$ cat src/rtl/ldpc_3gpp_dec_obuf_ctrl.sv
// Output-buffer bank controller: circular queue of pBNUM banks between LDPC decoder (writer) and sink (reader).
// Latency: a released bank is visible to the sink (orfull/oused/ctx) one cycle after iwdone; owovf is registered (+1 cycle).
// Backpressure: owfull stalls the decoder; iwdone while full is dropped and flagged by owovf, irempty while empty is ignored.
module ldpc_3gpp_dec_obuf_ctrl #(
    parameter int pBNUM  = 2,
    parameter int pTAG_W = 4,
    parameter int pERR_W = 16,
    localparam int cBSEL_W = (pBNUM <= 2) ? 1 : $clog2(pBNUM)
) (
    input  logic               iclk,
    input  logic               ireset,
    input  logic               iclkena,
    input  logic               iwdone,
    input  logic [pTAG_W-1:0]  iwtag,
    input  logic               iwdecfail,
    input  logic [pERR_W-1:0]  iwerr,
    output logic [cBSEL_W-1:0] owsel,
    output logic               owfull,
    output logic               owovf,
    output logic               orfull,
    output logic [cBSEL_W-1:0] orsel,
    output logic [pTAG_W-1:0]  ortag,
    output logic               ordecfail,
    output logic [pERR_W-1:0]  orerr,
    input  logic               irempty,
    output logic [cBSEL_W:0]   oused
);

    localparam int cCTX_W = pTAG_W + 1 + pERR_W;

    logic [cBSEL_W-1:0] wptr;
    logic [cBSEL_W-1:0] rptr;
    logic [cBSEL_W:0]   used;
    logic               ovf;
    logic               wr_acc;
    logic               rd_acc;
    logic [cCTX_W-1:0]  ctx [pBNUM];

    // Status flags are pure decodes of the occupancy counter, so they track it with no extra delay.
    assign owfull = (used == (cBSEL_W+1)'(pBNUM));
    assign orfull = (used != '0);
    assign owsel  = wptr;
    assign orsel  = rptr;
    assign oused  = used;
    assign owovf  = ovf;

    // A write is only taken into a free bank; a read only releases a bank that actually holds data.
    assign wr_acc = iwdone & ~owfull;
    assign rd_acc = irempty & orfull;

    // Context of the bank under read is presented combinationally; stale when orfull is low.
    assign {ortag, ordecfail, orerr} = ctx[rptr];

    // Queue pointers, occupancy and overflow flag; reset wins over the clock enable.
    always_ff @(posedge iclk) begin
        if (ireset) begin
            wptr <= '0;
            rptr <= '0;
            used <= '0;
            ovf  <= 1'b0;
        end else if (iclkena) begin
            // pBNUM is a power of two, so natural pointer overflow gives the modulo wrap.
            if (wr_acc) begin
                wptr <= wptr + cBSEL_W'(1);
            end
            if (rd_acc) begin
                rptr <= rptr + cBSEL_W'(1);
            end
            // Simultaneous accept leaves occupancy unchanged while both pointers move.
            case ({wr_acc, rd_acc})
                2'b10:   used <= used + (cBSEL_W+1)'(1);
                2'b01:   used <= used - (cBSEL_W+1)'(1);
                default: used <= used;
            endcase
            // Rejected write: read freeing a bank in the same cycle does not rescue it.
            ovf <= iwdone & owfull;
        end
    end

    // Per-bank context capture; storage is never cleared, validity comes from the occupancy count.
    always_ff @(posedge iclk) begin
        if (!ireset && iclkena && wr_acc) begin
            ctx[wptr] <= {iwtag, iwdecfail, iwerr};
        end
    end

endmodule

$ cat config.mk
export PLATFORM = sky130hd
export DESIGN_NAME = ldpc_3gpp_dec_obuf_ctrl
export DESIGN_NICKNAME = d
export VERILOG_FILES = /design/src/rtl/ldpc_3gpp_dec_obuf_ctrl.sv
export SDC_FILE = /design/constraint.sdc
export NUM_CORES = 1
export LEC_CHECK = 0
export ABC_AREA = 1
export CAP_MARGIN = 20
export CELL_PAD_IN_SITES_DETAIL_PLACEMENT = 1
export CELL_PAD_IN_SITES_GLOBAL_PLACEMENT = 2
export CORE_MARGIN = 4
export CORE_UTILIZATION = 29
export DETAILED_ROUTE_END_ITERATION = 10
export GPL_ROUTABILITY_DRIVEN = 0
export PLACE_DENSITY = 0.83
export SLEW_MARGIN = 15
export SYNTH_ARGS = -nofsm -noshare
export SYNTH_HDL_FRONTEND = slang
export SYNTH_SLANG_ARGS = --single-unit
$ cat constraint.sdc
create_clock -name iclk -period 1.92 [get_ports iclk]
set_input_delay 0.384 -clock iclk [delete_from_list [all_inputs] [get_ports iclk]]
set_output_delay 0.384 -clock iclk [all_outputs]
set_load 0.05 [all_outputs]
Word-level counts from Yosys, hierarchy flattened
Memory sizes are Yosys's and may differ from the RTL's. A register that Yosys moved wholly into a read port is not among the register bits.
Cells that the tools add are included.
{ "op_classes": {"n_addsub": 4, "mul": 0, "div": 0, "order_cmp": 0, "eq_ne": 3, "shift": 0, "muxes": 5, "bitwise": 4, "n_reduce_logical": 8} }
{ "ops": {"columns": ["operator", "n"], "rows": [
  ["AND reduction 2 bit", 3],
  ["== test 2 bit, second input constant", 2],
  ["two-way mux 1 bit", 4],
  ["case mux 2 bit (2 select lines)", 1],
  ["nonzero test 2 bit", 2],
  ["bitwise AND 1 bit", 3],
  ["adder 1 bit, second input constant", 2],
  ["adder 2 x 1 -> 2 bit, second input constant", 1],
  ["== test 2 x 1 -> 1 bit, second input constant", 1],
  ["logical AND 1 bit", 2],
  ["subtractor 2 x 1 -> 2 bit, second input constant", 1],
  ["logical NOT 1 bit", 1],
  ["inverter 1 bit", 1]
]} }
{ "totals": {"reg_bits": 5, "latchBits": 0, "ram_bits": 42, "romBits": 0, "input_bits": 26, "word_cells": 29, "n_memories": 1} }
{ "mem_list": {"columns": ["name", "words", "width", "read_ports", "rd_ports_with_merged_regs", "write_ports", "line_no", "text"], "rows": [
  ["ctx", 2, 21, 1, 1, 1, "37", "logic [cCTX_W-1:0] ctx [pBNUM];"]
]} }

Depth between registers and ports, before layout
{ "logic_depth": {"ltp_word": 6, "ltp_mapped": 10} }

Least setup slack after synthesis
No wires, ideal clock.
{ "synth_path": {"kind": "register to register", "start": "register used[0], in the netlist oused[0]", "end": "memory ctx[0][0] (netlist name) (enable)", "t_arrival_ns": 1.930, "required_ns": 1.521, "setup_slack_ns": -0.408, "stages_incl_launch_ff": 5, "path_buffers": 0, "cell_sequence": "dfxtp_1 > inv_2 > nand2_2 > nand3_2 > nor2_1"} }
{ "synth_via": {"elab_chain_len": 6} }
{ "synth_rtl": {"columns": ["element", "line_no", "text"], "rows": [
  ["from (decl)", "33", "logic [cBSEL_W:0] used;"],
  ["from (signal assigned)", "71", "2'b10: used <= used + (cBSEL_W+1)'(1);"],
  ["from (signal assigned)", "72", "2'b01: used <= used - (cBSEL_W+1)'(1);"],
  ["from (signal assigned)", "73", "default: used <= used;"],
  ["== test 2 bit", "40", "assign owfull = (used == (cBSEL_W+1)'(pBNUM));"],
  ["inverter 1 bit", "48", "assign wr_acc = iwdone & ~owfull;"],
  ["bitwise AND 1 bit", "48", null],
  ["logical AND 1 bit", "82", "if (!ireset && iclkena && wr_acc) begin"],
  ["two-way mux 1 bit", "82", null],
  ["two-way mux 1 bit (not written as such)", "83", "ctx[wptr] <= {iwtag, iwdecfail, iwerr};"],
  ["to (decl)", "37", null]
]} }
Every way passes these cells.

Worst setup path in the final report
{ "layout_path": {"start": "register ovf, in the netlist owovf", "end": "output port owovf"} }
{ "layout_rtl": {"columns": ["element", "line_no", "text"], "rows": [
  ["from (decl)", "34", "logic ovf;"],
  ["from (signal assigned)", "76", "ovf <= iwdone & owfull;"],
  ["to (decl)", "19", "output logic owovf,"]
]} }
No word-level cell between the ends.

==> flow_summary.json <==
{
  "power.leakage_nw": 0.9455,
  "syn_inst": 114,
  "cts_setup_buffers": 0,
  "cts_buffer_depth": 2,
  "synth-compound-area-share_pct": 1.763,
  "cts_tree": "yes",
  "grt_pass1_vias": 1224,
  "ys_ff_latch": 48,
  "firstDrtPassIters": 2,
  "cp-end-kind": "primary output",
  "setup_viol": 0,
  "path_clk_slew_ps": 80,
  "die_x_um": 87.78,
  "cp.arrival_ps": 1420,
  "antenna_found_initial": 0,
  "yosysSeqAreaShare_pct": 74.85,
  "clock-sinks": 48,
  "critPathRequiredTime_ps": 1540,
  "cp_max_fo": 2,
  "boundaryPins": 54,
  "yosysTopAreaCellShare_pct": 68.34,
  "ctsRootBufferMaster": "clkbuf_8",
  "crit_family": "buffers and inverters",
  "ant_nets": 0,
  "grt_max_degree": 22,
  "postCtsResizedCells": 0,
  "die-area_um2": 7704,
  "crit_path_max_incr_delay_ps": 800,
  "synthTopCellsByCount": "edfxtp_1 (42), mux2_2 (21), nand2_1 (10), inv_1 (8), nor2_1 (7)",
  "antenna_cells": 0,
  "synth_top_family_by_area": "multiplexers",
  "routed_via_density": 4.356,
  "total_power_mw": 2.138,
  "status": "complete, no violations",
  "core_area_um2": 6061,
  "grt_usage_pct": 10.15,
  "synth.avg_cell_area_um2": 16.19,
  "r2r_cells": 10,
  "synth_edf_count": 42,
  "reg2reg_slack_ps": 480,
  "cts_max_level": 2,
  "num_rows": 28,
  "fmax_mhz": 553.1,
  "synth_fa_ha_area_share_pct": 0.6780,
  "worstHoldStart": "owsel",
  "die_h_um": 87.78,
  "yosysWarnings": 0,
  "min_path_type": "reg2reg",
  "synth.area.mux_share_pct": 12.81,
  "finalSetupTns_ps": 0,
  "synthSimpleGateAreaFrac_pct": 6.644,
  "crit_type": "reg2out",
  "clk_latency_ps": 290,
  "grt_pass1_wl_um": 5830,
  "period_needed_ps": 1808,
  "cts_made_buffers": 5,
  "powerDensity_nw_per_um2": 837.0,
  "synthToLayoutAreaGrowth_pct": 38.37,
  "synth.largest_area_cell": "edfxtp_1",
  "whs_ps": 511.4,
  "cp_slowest_cell": "clkdlybuf4s50_1",
  "grt.overflow.total": 0,
  "peakVddDrop_v": 0.0003295,
  "synthTopCellsByArea": "edfxtp_1 (68%), mux2_2 (13%), dfxtp_1 (6.5%), nand2_1 (2.0%), inv_1 (1.6%)",
  "ys_async_sr_fraction_pct": 0,
  "cp-start-kind": "register",
  "nets": 204,
  "worst-slew-pin-transition_ps": 501.4,
  "cts_hold_buf": 0,
  "dpl.hpwl_um": 2768,
  "finalHoldViolations": 0,
  "rsz0062_at_grt": "no",
  "min_path_cells": 2,
  "drt_wl_total_um": 3850,
  "period_share_pct": 94.17,
  "synth_area_um2": 1846,
  "finClkSkew_ps": 3.468,
  "vias": 1102,
  "synth-xor-area-share_pct": 0,
  "cp_cell_sequence": "clkdlybuf4s50_1",
  "synth_top_flop_cell": "edfxtp_1",
  "syn-num-nets": 141,
  "start_util_pct": 30.45,
  "routedWlPerCell_um": 15.22,
  "slew_headroom_pct": 66.52,
  "drc": 0,
  "portBuffers": 53,
  "synth_cell_types": 18,
  "slew_violations": 0,
  "drv_cap": 0,
  "min_to": "owsel",
  "drive_gt1_share_pct": 37.64,
  "r2r-end": "oused[1]",
  "r2r-start": "oused[0]",
  "crit_buf_inv": 1,
  "synth.most_common_cell": "edfxtp_1",
  "drt_iter0_markers": 29
}
worst max-delay path by stage:
stage                     cells past startpoint          to  slack, ps  startpoint
after floorplan                               4   ctx[1][0]         70    oused[0]
after global placement                        4  ctx[1][19]        120      iwdone
after detailed placement                      9    oused[1]         80      iwdone
after CTS                                     3    orerr[2]         30    register
after global routing                          3    orerr[3]         40    register
final                                         1       owovf        110       owovf
cell families after synthesis:
group / Yosys count
AO/OA/AOI/OAI: 6
AND/OR/NAND/NOR: 26
multiplexers: 21
flip-flops: 48
adder cells (fa/ha/maj): 1
buffers and inverters: 12
report_power, final:
group,internal (mW),switching (mW)
clock network,0.251,0.321
registers,1.16,0.0142
logic,0.149,0.238
total,1.56,0.573
per-stage QoR:
stage / cell area [um2] / instances / utilization [%] / setup slack [ps]
4_1_cts: 2547 / 253 / 42.03 / 32.39
5_1_grt: 2554 / 253 / 42.13 / 39.40
2_1_floorplan: 1861 / 114 / - / 73.11
6_report: 2554 / 253 / 42.13 / 112.0
3_5_place_dp: 2460 / 245 / 40.59 / 82.35
3_3_place_gp: 2460 / 245 / 40.59 / 117.6
cell type report:
class	count	area, um2
Clock buffer	5	68.82
Clock inverter	3	18.77
Fill cell	639	3507
Inverter	10	37.54
Multi-Input combinational cell	54	417.9
Sequential cell	48	1383
Tap cell	75	93.84
Timing Repair Buffer	58	534.3
worst register-to-register path, delay by kind of cell (launching register included):
kind | cells | cell delay (ps)
and+or+nand+nor | 7 | 510
buffers and inverters | 2 | 140
adders and majority gates | 1 | 310
DFF | 1 | 390
cell usage in the layout, fill, tap and decap left out, types with 2 or more instances in the layout:
master and count:
nand2_2 2, buf_12 2, clkinvlp_4 2, nand2_1 10
edfxtp_1 42, nand3_1 4, a21oi_1 2, dfxtp_1 5
inv_1 8, inv_2 2, mux2_2 21, o21ai_0 2
clkbuf_8 5, clkdlybuf4s50_1 26, nor2_1 6, buf_4 28
layer usage:
layer	vias up	track usage, %	part of all wire [%]
met2	40	18.63	52
li1	536	-	-
met4	0	2.510	0.94
met5	-	0	0
met1	520	11.36	40
met3	6	3.198	6.9
state kept, by name, indices dropped and copies added, names as in the netlist, named ones only:
name	flops
owovf	1
oused	2
ctx	42
orsel	1
owsel	1
(Power assumes the default switching activity.)
